[config.mk]
export PLATFORM = sky130hd
export DESIGN_NAME = m_ext_seq_divider
export DESIGN_NICKNAME = d
export VERILOG_FILES = /design/src/rtl/m_ext_seq_divider.sv
export SDC_FILE = /design/constraint.sdc
export NUM_CORES = 1
export LEC_CHECK = 0
export CORE_ASPECT_RATIO = 0.75
export CORE_UTILIZATION = 61
export CTS_BUF_LIST = sky130_fd_sc_hd__clkbuf_2
export CTS_CLUSTER_DIAMETER = 40
export DETAILED_ROUTE_END_ITERATION = 8
export PLACE_DENSITY = 0.82
export SYNTH_ARGS = -nofsm -noshare
export SYNTH_HDL_FRONTEND = slang
export SYNTH_SLANG_ARGS = --single-unit
[constraint.sdc]
create_clock -name clk -period 3.8 [get_ports clk]
set_clock_uncertainty 0.1 [all_clocks]
set_input_delay 0.76 -clock clk [delete_from_list [all_inputs] [get_ports clk]]
set_output_delay 0.76 -clock clk [all_outputs]
set_load 0.005 [all_outputs]
[src/rtl/m_ext_seq_divider.sv]
// Iterative radix-2 restoring divider for RV32M DIV/DIVU/REM/REMU.
// Latency: 34 cycles start-edge to done (2 cycles for div-by-zero/overflow when DIV_SPECIAL_BYPASS_EN is defined).
// Backpressure: none; start is taken only in IDLE, ignored while busy, and abort kills the in-flight op.
//
// Optional feature macro: DIV_SPECIAL_BYPASS_EN (skip CALC for divide-by-zero and signed overflow).
//
// Ports:
//   clk, rst_n         : rising-edge clock, asynchronous active-low reset
//   start, op          : request and opcode (00 DIV, 01 DIVU, 10 REM, 11 REMU = funct3[1:0])
//   dividend, divisor  : rs1 / rs2, sampled with start
//   abort              : pipeline flush, drops the in-flight operation without done
//   busy               : high while an operation is in flight
//   done               : one-cycle pulse when result is updated
//   result             : quotient or remainder, held until the next done
module m_ext_seq_divider #(
  parameter int XLEN  = 32,
  parameter int CNT_W = 6
) (
  input  logic            clk,
  input  logic            rst_n,
  input  logic            start,
  input  logic [1:0]      op,
  input  logic [XLEN-1:0] dividend,
  input  logic [XLEN-1:0] divisor,
  input  logic            abort,
  output logic            busy,
  output logic            done,
  output logic [XLEN-1:0] result
);

  typedef enum logic [1:0] {
    S_IDLE = 2'd0,
    S_CALC = 2'd1,
    S_FIX  = 2'd2
  } state_t;

  localparam logic [XLEN-1:0] INT_MIN = {1'b1, {(XLEN-1){1'b0}}};

  state_t            state_q, state_d;
  logic [CNT_W-1:0]  cnt_q, cnt_d;
  logic [1:0]        op_q, op_d;
  logic [XLEN-1:0]   rem_q, rem_d;
  logic [XLEN-1:0]   quo_q, quo_d;
  logic [XLEN-1:0]   dvs_q, dvs_d;      // divisor magnitude
  logic [XLEN-1:0]   a_q, a_d;          // original dividend, returned as remainder on divide-by-zero
  logic              neg_quo_q, neg_quo_d;
  logic              neg_rem_q, neg_rem_d;
  logic              div0_q, div0_d;
  logic              ovf_q, ovf_d;
  logic [XLEN-1:0]   result_q, result_d;
  logic              done_q, done_d;

  // Request decode, only meaningful in IDLE.
  logic            in_signed;
  logic            sign_a;
  logic            sign_b;
  logic            in_div0;
  logic            in_ovf;

  assign in_signed = ~op[0];
  assign sign_a    = in_signed & dividend[XLEN-1];
  assign sign_b    = in_signed & divisor[XLEN-1];
  assign in_div0   = (divisor == '0);
  assign in_ovf    = in_signed && (dividend == INT_MIN) && (divisor == '1);

  // One restoring step. The shifted partial remainder needs XLEN+1 bits
  // because the divisor magnitude can exceed 2^(XLEN-1); the subtraction
  // result is always below the divisor and so fits back into XLEN bits.
  logic [XLEN:0]   rem_sh;
  logic            step_ge;

  assign rem_sh  = {rem_q, quo_q[XLEN-1]};
  assign step_ge = (rem_sh >= {1'b0, dvs_q});

  // Sign-corrected results, with special cases taking priority.
  logic [XLEN-1:0] q_fix;
  logic [XLEN-1:0] r_fix;

  always_comb begin
    q_fix = neg_quo_q ? -quo_q : quo_q;
    r_fix = neg_rem_q ? -rem_q : rem_q;
    if (div0_q) begin
      q_fix = '1;
      r_fix = a_q;
    end else if (ovf_q) begin
      q_fix = INT_MIN;
      r_fix = '0;
    end
  end

  always_comb begin
    state_d   = state_q;
    cnt_d     = cnt_q;
    op_d      = op_q;
    rem_d     = rem_q;
    quo_d     = quo_q;
    dvs_d     = dvs_q;
    a_d       = a_q;
    neg_quo_d = neg_quo_q;
    neg_rem_d = neg_rem_q;
    div0_d    = div0_q;
    ovf_d     = ovf_q;
    result_d  = result_q;
    done_d    = 1'b0;

    case (state_q)
      S_IDLE: begin
        // abort has no meaning here; start always wins.
        if (start) begin
          op_d      = op;
          a_d       = dividend;
          quo_d     = sign_a ? -dividend : dividend;
          rem_d     = '0;
          dvs_d     = sign_b ? -divisor : divisor;
          neg_quo_d = sign_a ^ sign_b;
          neg_rem_d = sign_a;
          div0_d    = in_div0;
          ovf_d     = in_ovf;
          cnt_d     = CNT_W'(XLEN - 1);
`ifdef DIV_SPECIAL_BYPASS_EN
          // Special results come entirely from the flags in FIX.
          state_d   = (in_div0 || in_ovf) ? S_FIX : S_CALC;
`else
          state_d   = S_CALC;
`endif
        end
      end

      S_CALC: begin
        if (abort) begin
          state_d = S_IDLE;
        end else begin
          rem_d = step_ge ? (rem_sh[XLEN-1:0] - dvs_q) : rem_sh[XLEN-1:0];
          quo_d = {quo_q[XLEN-2:0], step_ge};
          cnt_d = cnt_q - CNT_W'(1);
          if (cnt_q == '0) begin
            state_d = S_FIX;
          end
        end
      end

      S_FIX: begin
        state_d = S_IDLE;
        if (!abort) begin
          result_d = op_q[1] ? r_fix : q_fix;
          done_d   = 1'b1;
        end
      end

      default: begin
        state_d = S_IDLE;
      end
    endcase
  end

  always_ff @(posedge clk or negedge rst_n) begin
    if (!rst_n) begin
      state_q <= S_IDLE;
    end else begin
      state_q <= state_d;
    end
  end

  always_ff @(posedge clk or negedge rst_n) begin
    if (!rst_n) begin
      cnt_q     <= '0;
      op_q      <= '0;
      rem_q     <= '0;
      quo_q     <= '0;
      dvs_q     <= '0;
      a_q       <= '0;
      neg_quo_q <= 1'b0;
      neg_rem_q <= 1'b0;
      div0_q    <= 1'b0;
      ovf_q     <= 1'b0;
      result_q  <= '0;
      done_q    <= 1'b0;
    end else begin
      cnt_q     <= cnt_d;
      op_q      <= op_d;
      rem_q     <= rem_d;
      quo_q     <= quo_d;
      dvs_q     <= dvs_d;
      a_q       <= a_d;
      neg_quo_q <= neg_quo_d;
      neg_rem_q <= neg_rem_d;
      div0_q    <= div0_d;
      ovf_q     <= ovf_d;
      result_q  <= result_d;
      done_q    <= done_d;
    end
  end

  assign busy   = (state_q != S_IDLE);
  assign done   = done_q;
  assign result = result_q;

endmodule

==> results of run 1 <==
sequential cells by signal, indices dropped and copies added, names as in the netlist:
register,count
result,32
quo_q,32
neg_rem_q,1
rem_q,32
state_q,2
cnt_q,6
div0_q,1
ovf_q,1
op_q,1
neg_quo_q,1
a_q,32
dvs_q,32
done,1
logic make-up after synthesis:
kind of cell,Yosys count,share of synthesized area
simple gates,527,0.1965
mux,31,0.02592
fa+ha+maj,40,0.04192
xor+xnor,147,0.1062
buf+inv,149,0.04770
compound gates,462,0.2224
flops,174,0.3593
report_power, final:
group / leakage (uW) / switching (uW) / internal [uW]
Combinational: 0.00366 / 3160 / 2140
Sequential: 0.00216 / 596 / 2280
Clock: 0.000142 / 783 / 213
Total: 0.00597 / 4530 / 4630
repair_timing:
action,in CTS,in global routing
resized for setup,0,1
hold buffers,1,0
endpoints found under the hold margin,78,0
endpoints found under the setup margin,0,1
buffers inserted,0,0
synthesized netlist by cell type (8+ instances only):
cell,count
o31ai_1,32
dfrtp_1,174
nor2_1,105
a211oi_1,8
buf_2,9
o211ai_1,12
nor4_1,17
inv_1,59
o22ai_1,16
clkbuf_1,66
o21ai_0,197
nand2b_1,10
a21o_1,12
nand4_1,15
buf_1,11
nand2_1,266
mux2i_1,28
or3_1,23
or4_1,10
a21oi_1,116
nor2b_1,9
xor2_1,71
xnor2_1,76
a31oi_1,19
nand3_1,21
and3_1,10
ha_1,39
o41ai_1,11
nor3_1,19
worst max-delay path, delay by kind of cell (launching register included):
kind | cells | cell delay, ns
mux | 1 | 0.23
fa+ha+maj | 1 | 0.40
buf+inv | 1 | 0.34
flops | 1 | 0.54
simple gates | 2 | 0.42
compound gates | 6 | 1.37
per-stage QoR:
stage | hold slack [ns] | total power [uW] | instances
after floorplan | 0.3403 | 6424 | 1530
final | 0.3844 | 9169 | 1873
after global placement | 0.3559 | 7871 | 1840
after detailed placement | 0.3613 | 7997 | 1840
after CTS | 0.3358 | 8993 | 1872
after global routing | 0.3180 | 9811 | 1873
area by class of cell:
class / instances / area, sq um
antenna: 1 / 2.502
clock buffer: 17 / 85.08
clock inverter: 14 / 145.1
fill: 1598 / 5652
inverter: 61 / 229.0
multi-input combinational: 1207 / 7212
sequential: 174 / 4354
tap: 253 / 316.6
timing repair buffer: 146 / 1383
final timing paths:
kind,startpoint,slack [ns],end
setup / recovery,rem_q[5],0.27,rem_q[19]
hold / removal,rst_n,0.38,result[18]
setup reg to reg,rem_q[5],0.27,rem_q[19]
hold reg to reg,a_q[22],0.42,a_q[22]
max in group asynchronous,rst_n,2.34,quo_q[11]
min in group clk,dividend[5],0.39,a_q[5]
per-layer routing:
layer	global-route usage	vias up	routed length, um
li1	-	5539	-
met1	0.5694	5472	16690
met4	0.09862	0	738
met2	0.4737	725	14120
met3	0.1538	69	5402
met5	0	-	0
==> summary.md, run 1 <==
| Metric | Value |
|---|---|
| Hpwl dp | 28010 um |
| Synth Flop Type | dfrtp_1 |
| Tightest Pin Transition | 0.9491 ns |
| Final Net Count | 1717 |
| Netlist cell types | 66 |
| Total GRT Usage | 0.3740 |
| Routed wire length per instance | 19.73 um |
| Final hold violations | 0 |
| CP required | 4.42 ns |
| Synth area leader | dfrtp_1 |
| Syn-to-layout area delta | 13.28% |
| Placer Congestion | 1.005 |
| Worst path max stage delay | 0.54 ns |
| Peak VDD IR | 0.4792 mV |
| P_leak | 0.005969 uW |
| CP max FO | 19 |
| Synth Warn # | 0 |
| Commonest non-fill, non-tap cell in the layout | nand2_1 |
| Post-synth EDFFs | 0 |
| Root Buffer | clkbuf_2 |
| Core Region | 0.01938 sq mm |
| Status | finished clean |
| Post-Syn Instances | 1530 |
| Peak Freq | 0.2834 GHz |
| Crit path capture type | flop |
| Top cell type's share of synthesized area | 0.3593 |
| Post-synthesis register bit count | 174 |
| Mean Syn Cell Area | 7.920 sq um |
| Initial DRC Count | 1583 |
| Final setup vio count | 0 |
| Largest net degree at the start of global routing | 103 |
| Unrepaired setup endpoints after global routing | no |
| Asr flop ratio synth | 1.000 |
| Worst-skew pair later-pin latency | 0.84 ns |
| Sequential share of the synthesized area | 0.3593 |
| Die W | 164.8 um |
| Fin Setup TNS | 0 ns |
| Placed cell areas | 0.01348 sq mm |
| Pins over their slew limit | 0 |
| Post-route setup slack | 0.2719 ns |
| TritonCTS clock tree | done |
| Post-layout util | 0.7084 |
| Die Y-Extent | 124.1 um |
| TritonCTS Buffers | 17 |
| First-pass GRT wire length | 57410 um |
| Worst-path clk slew | 0.31 ns |
| Share of layout cells above drive strength 1 | 0.05991 |
| Slew HR | 0.3672 |
| I/O pins | 104 |
| R2R depth | 11 |
| I/O Buffers | 103 |
| Longest Clk Path Bufs | 2 |
| Number of maximum-capacitance violations | 0 |
| Rows | 44 |
| Drt pass-1 iters | 7 |
| Critical path class | flop to flop |
| Initial Util | 0.6253 |
| Total vias in the final route | 11810 |
| Tmin final | 3.528 ns |
| Antenna violations before repair | 1 |
| Top cells by area, synth | dfrtp_1 (36%), nand2_1 (8.2%), o21ai_0 (8.1%) |
| CP Data Arrival Time | 4.15 ns |
| Vias in the first global route | 10380 |
| Routed WL | 36950 um |
| Clock H-tree levels | 4 |
| DRC viols | 0 |
| Cell area after layout | 0.01373 sq mm |
| Vias/cell | 6.303 |
| Worst path slowest cell | dfrtp_1 |
| Min-Delay Path Class | input pin to asynchronous set/reset pin |
| CTS sink cnt | 174 |
| Most frequent cells in the layout | nand2_1 (265), o21ai_0 (197), dfrtp_1 (174) |
| Startpoint Class | flop |
| Tcrit/Tclk final | 0.9285 |
| Post-Synthesis Cell Area | 0.01212 sq mm |
| Syn nets | 1640 |
| Grt ovf | 0 |
| DRT antenna net count | 0 |
| PwrDens | 667.9 mW/mm^2 |
| Crit-path cells | ha_1, a21oi_1, o21ai_0, and3_1, a32o_1, a2111oi_0, nor2_1, a211oi_4, buf_4, mux2i_1, o22ai_1 |
| Pre-CTS setup slack | 0.04110 ns |
| Total die area | 0.02044 sq mm |
(Power assumes the default switching activity.)
==> run 2: changes to the inputs <==
ABC_AREA = 1   (was unset)
CORE_UTILIZATION = 62   (was 61)
HOLD_SLACK_MARGIN = 0.08   (was unset)
PLACE_DENSITY = 0.83   (was 0.82)
==> summary.md, run 2 <==
| Metric | Value |
|---|---|
| Asr flop ratio synth | 1.000 |
| Hold WS | 0.3645 ns |
| Worst setup path start | dvs_q[8] |
| Longest Clk Path Bufs | 2 |
| Tightest Pin Transition | 1.084 ns |
| Post-synthesis register bit count | 174 |
| DRT antenna net count | 0 |
| Most frequent cells in the layout | nand2_1 (656), inv_1 (256), nand3_1 (211) |
| Initial DRC Count | 2762 |
| Most frequent cell after synthesis | nand2_1 |
| Routed WL | 51210 um |
| Total vias in the final route | 15990 |
| TritonCTS Buffers | 17 |
| Synth Warn # | 0 |
| Rows | 46 |
| P_leak | 0.007788 uW |
| Post-Syn Instances | 2192 |
| Post-synth EDFFs | 0 |
| Post-CTS Hold Buffers | 1 |
| R2r startpoint | dvs_q[8] |
| Worst R2R End | rem_q[1] |
| Netlist cell types | 54 |
| Total GRT Usage | 0.4469 |
| Synth Area in Adders | 0.03673 |
| I/O pins | 104 |
| Synth Flop Type | dfrtp_1 |
| DP Cell Count | 2528 |
| Vias in the first global route | 13920 |
| Synth Area in XOR/XNOR | 0.02533 |
| First-pass GRT wire length | 78770 um |
| Hpwl dp | 40230 um |
| Worst-path clk slew | 0.28 ns |
| CTS sink cnt | 174 |
| Peak VDD IR | 0.3902 mV |
| Largest net degree at the start of global routing | 83 |
| R2R depth | 13 |
| Mean Syn Cell Area | 6.310 sq um |
| Worst path max stage delay | 0.44 ns |
| CP Data Arrival Time | 3.61 ns |
| Tcrit/Tclk final | 0.7875 |
| Peak Freq | 0.3342 GHz |
| Worst-skew pair later-pin latency | 0.83 ns |
| Status | finished clean |
| Worst path slowest cell | dfrtp_1 |
| Number of maximum-capacitance violations | 0 |
| CP required | 4.42 ns |
| Crit path capture type | flop |
| Startpoint Class | flop |
| Final Net Count | 2370 |
| Core Region | 0.02153 sq mm |
| Die Y-Extent | 131.4 um |
| Crit-path cells | inv_1, ha_1, nand2_1, nor2_2, nand2_1, nor2_1, nand2_1, nand2_2, nor2_8, nand2_4, inv_4, nor2_1, o21bai_1 |
| Initial Util | 0.6426 |
| Sequential share of the synthesized area | 0.3148 |
| Synth Area in Simple Gates | 0.3666 |
| TritonCTS clock tree | done |
| Pins over their slew limit | 0 |
| Tmin final | 2.992 ns |
| Post-layout util | 0.7101 |
| R2r setup slk | 0.81 ns |
| Syn nets | 2302 |
| Critical path class | flop to flop |
| CP max FO | 40 |
| Multiplexer share of the synthesized area | 0 |
| Routed wire length per instance | 19.99 um |
| WP buf/inv | 2 |
| Fin Setup TNS | 0 ns |
| Synth Area in Compound Gates | 0.1607 |
| DRC viols | 0 |
| Delay-heaviest family, CP | simple AND/OR/NAND/NOR gates |
| CP Depth | 13 |
| Placer Congestion | 1.131 |
| Top cells by area, synth | dfrtp_1 (31%), nand2_1 (18%), nand3_1 (7.6%) |
| Post-CTS setup buffers | 0 |
| # resized after CTS | 0 |
| Drt pass-1 iters | 8 |
| Unrepaired setup endpoints after global routing | no |
| Clock H-tree levels | 4 |
| Post-Synthesis Cell Area | 0.01383 sq mm |
| I/O Buffers | 103 |
| Worst setup path end | rem_q[1] |
| Share of layout cells above drive strength 1 | 0.04311 |
| Slew HR | 0.2764 |
| Synth area leader | dfrtp_1 |
| Vias/cell | 6.240 |
| Die W | 174.5 um |
| PwrDens | 552.4 mW/mm^2 |
| Total power | 8443 uW |
| Min-Delay Path Class | input pin to asynchronous set/reset pin |
| Antenna violations before repair | 1 |
| Fill cell total of the finished layout | 1921 |
| Final setup vio count | 0 |
| Top cells by instance count after synthesis | nand2_1 (657), inv_1 (256), nand3_1 (211) |
| Non-Filler Instances | 2562 |
| Root Buffer | clkbuf_2 |
| Final hold violations | 0 |
| Commonest non-fill, non-tap cell in the layout | nand2_1 |
| Top cell by count, worst path | nand2_1 |
| Grt ovf | 0 |
| Syn-to-layout area delta | 10.50% |
| Top cell type's share of synthesized area | 0.3148 |
| Total die area | 0.02292 sq mm |
| Combinational family with the most area after synthesis | simple AND/OR/NAND/NOR gates |
run 2: worst register-to-register path, stage by stage (launching register included):
cell and delay (ns):
dfrtp_1 0.44, inv_1 0.09, ha_1 0.42, nand2_1 0.19, nor2_2 0.21, nand2_1 0.13, nor2_1 0.23, nand2_1 0.11
nand2_2 0.12, nor2_8 0.06, nand2_4 0.39, inv_4 0.21, nor2_1 0.15, o21bai_1 0.08
run 2: worst min path at each step:
stage              start        end  slack, ns
2_1_floorplan    a_q[20]    a_q[20]       0.35
3_3_place_gp   dvs_q[13]  dvs_q[13]       0.37
3_5_place_dp     a_q[20]    a_q[20]       0.37
4_1_cts            op[1]    op_q[1]       0.41
5_1_grt            op[1]    op_q[1]       0.40
6_report           rst_n   rem_q[8]       0.36
run 2: cell families after synthesis:
group | after synthesis
AND/OR/NAND/NOR | 1188
flip-flops | 174
buffers and inverters | 339
adder cells (fa/ha/maj) | 40
AO/OA/AOI/OAI | 411
XOR/XNOR | 40
run 2: cell type report:
| type | count | area, sq um | share of cell area |
|---|---|---|---|
| clock inverters | 15 | 118.9 | 0.007777 |
| multi-input cells | 1679 | 8169 | 0.5345 |
| diodes | 1 | 2.502 | 0.0001637 |
| repair buffers | 123 | 1197 | 0.07834 |
| inverters | 265 | 997.2 | 0.06524 |
| well taps | 288 | 360.3 | 0.02358 |
| clock buffers | 17 | 85.08 | 0.005566 |
| flip-flops and latches | 174 | 4354 | 0.2849 |
run 2: routing by layer:
layer	vias up	global-route usage	routed length [um]
li1	7295	-	-
met1	7241	0.6773	20870
met2	1342	0.5722	19040
met3	108	0.1999	10200
met4	0	0.08626	1093
met5	-	0	0
run 2: stage by stage:
stage          area [sq um]  worst slack, ns
5_1_grt               15280           0.6128
2_1_floorplan         13830            1.622
6_report              15280           0.8076
4_1_cts               15280           0.9256
3_3_place_gp          15070           0.7710
3_5_place_dp          15070           0.7499
run 2: where the power goes:
| part | leakage [uW] | internal, uW | switching [uW] |
|---|---|---|---|
| sequential | 0.00217 | 2230 | 539 |
| combinational | 0.00549 | 1470 | 3260 |
| clock | 0.000125 | 233 | 717 |
==> run 3: changes to the inputs <==
clock period = 2.9 ns   (was 3.8 ns; I/O delays follow)
==> summary.md, run 3 (synthesis results as in run 2) <==
| Metric | Value |
|---|---|
| Status | finished with violations |
| Violated checks | design-rule violations |
| Initial Util | 0.6426 |
| Number of maximum-capacitance violations | 0 |
| CP Data Arrival Time | 3.46 ns |
| Crit path capture type | flop |
| Largest net degree at the start of global routing | 70 |
| DP Cell Count | 2558 |
| I/O pins | 104 |
| Hold WS | 0.1248 ns |
| Total GRT Usage | 0.4564 |
| Cell area after layout | 0.01559 sq mm |
| Top cell by count, worst path | nand2_1 |
| Non-Filler Instances | 2593 |
| WP buf/inv | 2 |
| I/O Buffers | 103 |
| Initial DRC Count | 2695 |
| Post-layout util | 0.7242 |
| CTS sink cnt | 174 |
| Tcrit/Tclk final | 0.9675 |
| Peak VDD IR | 0.3920 mV |
| Share of layout cells above drive strength 1 | 0.05732 |
| Placed cell areas | 0.01534 sq mm |
| TritonCTS Buffers | 17 |
| Die Y-Extent | 131.4 um |
| Critical path class | flop to flop |
| TritonCTS clock tree | done |
| Worst-path clk slew | 0.28 ns |
| Crit-path cells | inv_1, ha_1, inv_1, fa_1, nand2_1, nand2_1, nand2_1, nand2_1, nand2_1, nand2_1, nand2_1, nand2_1, nand2_1, nand3_1, nand2_1, nand2_1 |
| Final setup vio count | 0 |
| Core Region | 0.02153 sq mm |
| DRT antenna net count | 0 |
| Vias in the first global route | 14150 |
| Die W | 174.5 um |
| P_leak | 0.007969 uW |
| Fin Setup TNS | 0 ns |
| Clock H-tree levels | 4 |
| Root Buffer | clkbuf_2 |
| Drt pass-1 iters | 9 |
| Slew HR | 0.4070 |
| Worst path max stage delay | 0.53 ns |
| Placer Congestion | 1.135 |
| CP max FO | 4 |
| First-pass GRT wire length | 80400 um |
| Routed wire length per instance | 20.03 um |
| Post-CTS setup buffers | 0 |
| R2r setup slk | 0.09 ns |
| DRC viols | 13 |
| Delay-heaviest family, CP | simple AND/OR/NAND/NOR gates |
| R2R depth | 16 |
| CP required | 3.56 ns |
| R2r startpoint | quo_q[31] |
| Tmin final | 2.806 ns |
| Total die area | 0.02292 sq mm |
| Final hold violations | 0 |
| Unrepaired setup endpoints after global routing | no |
| Tightest Pin Transition | 0.8886 ns |
| Final Net Count | 2400 |
| Total vias in the final route | 16240 |
| Worst-skew pair later-pin latency | 0.84 ns |
| Longest Clk Path Bufs | 2 |
| Worst R2R End | rem_q[28] |
| Min-Delay Path Class | input pin to asynchronous set/reset pin |
| Hpwl dp | 41010 um |
| Antenna violations before repair | 5 |
| Most frequent cells in the layout | nand2_1 (656), inv_1 (256), nand3_1 (211) |
| Commonest non-fill, non-tap cell in the layout | nand2_1 |
| Worst path slowest cell | dfrtp_1 |
| Syn-to-layout area delta | 12.70% |
| Vias/cell | 6.263 |
| Peak Freq | 0.3564 GHz |
| Startpoint Class | flop |
| Grt ovf | 0 |
| Routed WL | 51930 um |
| Rows | 46 |
| Pins over their slew limit | 0 |
| PwrDens | 732.2 mW/mm^2 |
-- run 3: changes by cell type in the layout (fill, tap and decap cells not counted), sizes merged --
| cell | before | now |
|---|---|---|
| buf | 20 | 50 |
| clkinv | 9 | 6 |
| inv | 268 | 271 |
| clkbuf | 17 | 19 |
| clkinvlp | 2 | 0 |
| diode | 1 | 2 |
-- run 3: timing repair --
| item | in CTS | in global routing |
|---|---|---|
| gates resized for setup | 0 | 2 |
| hold buffers | 1 | 0 |
| setup endpoints to repair | 0 | 6 |
| hold endpoints to repair | 132 | 0 |
-- run 3: final cells by class --
cell class	instances	area [sq um]
Sequential cell	174	4354
Timing Repair Buffer	153	1473
Fill cell	1868	5937
Clock buffer	19	95.09
Antenna cell	2	5.005
Clock inverter	13	130.1
Multi-Input combinational cell	1679	8174
Tap cell	288	360.3
Inverter	265	997.2
-- run 3: report_power, final --
part           total, uW  internal, uW  leakage [uW]  switching [uW]
sequential          3600          2920       0.00217             686
combinational       6490          2110       0.00566            4380
clock               1320           343      0.000143             975
total              11400          5370       0.00797            6040
-- run 3: worst max-delay path by stage --
stage	cells past startpoint	startpoint	to	slack [ns]
detailed placement	11	dividend[0]	quo_q[16]	0.11
global placement	13	dividend[14]	quo_q[30]	0.11
global route	16	quo_q[31]	rem_q[28]	0.04
floorplan	13	rem_q[3]	quo_q[0]	0.73
CTS	3	state_q[0]	busy	0.23
finish	16	quo_q[31]	rem_q[28]	0.09
-- run 3: metrics by stage --
stage / setup slack, ns / power [uW]
after floorplan: 0.7291 / 7535
after global placement: 0.1140 / 9540
after detailed placement: 0.1129 / 9711
after CTS: 0.2348 / 11010
after global routing: 0.04216 / 12110
final: 0.09427 / 11410
-- run 3: metal layers --
layer / global-route usage / vias to the layer above / wire length, um
met5: 0 / - / 92
met4: 0.09016 / 6 / 1240
met3: 0.2347 / 144 / 9837
met2: 0.5770 / 1303 / 19120
met1: 0.6769 / 7433 / 21640
li1: - / 7355 / -
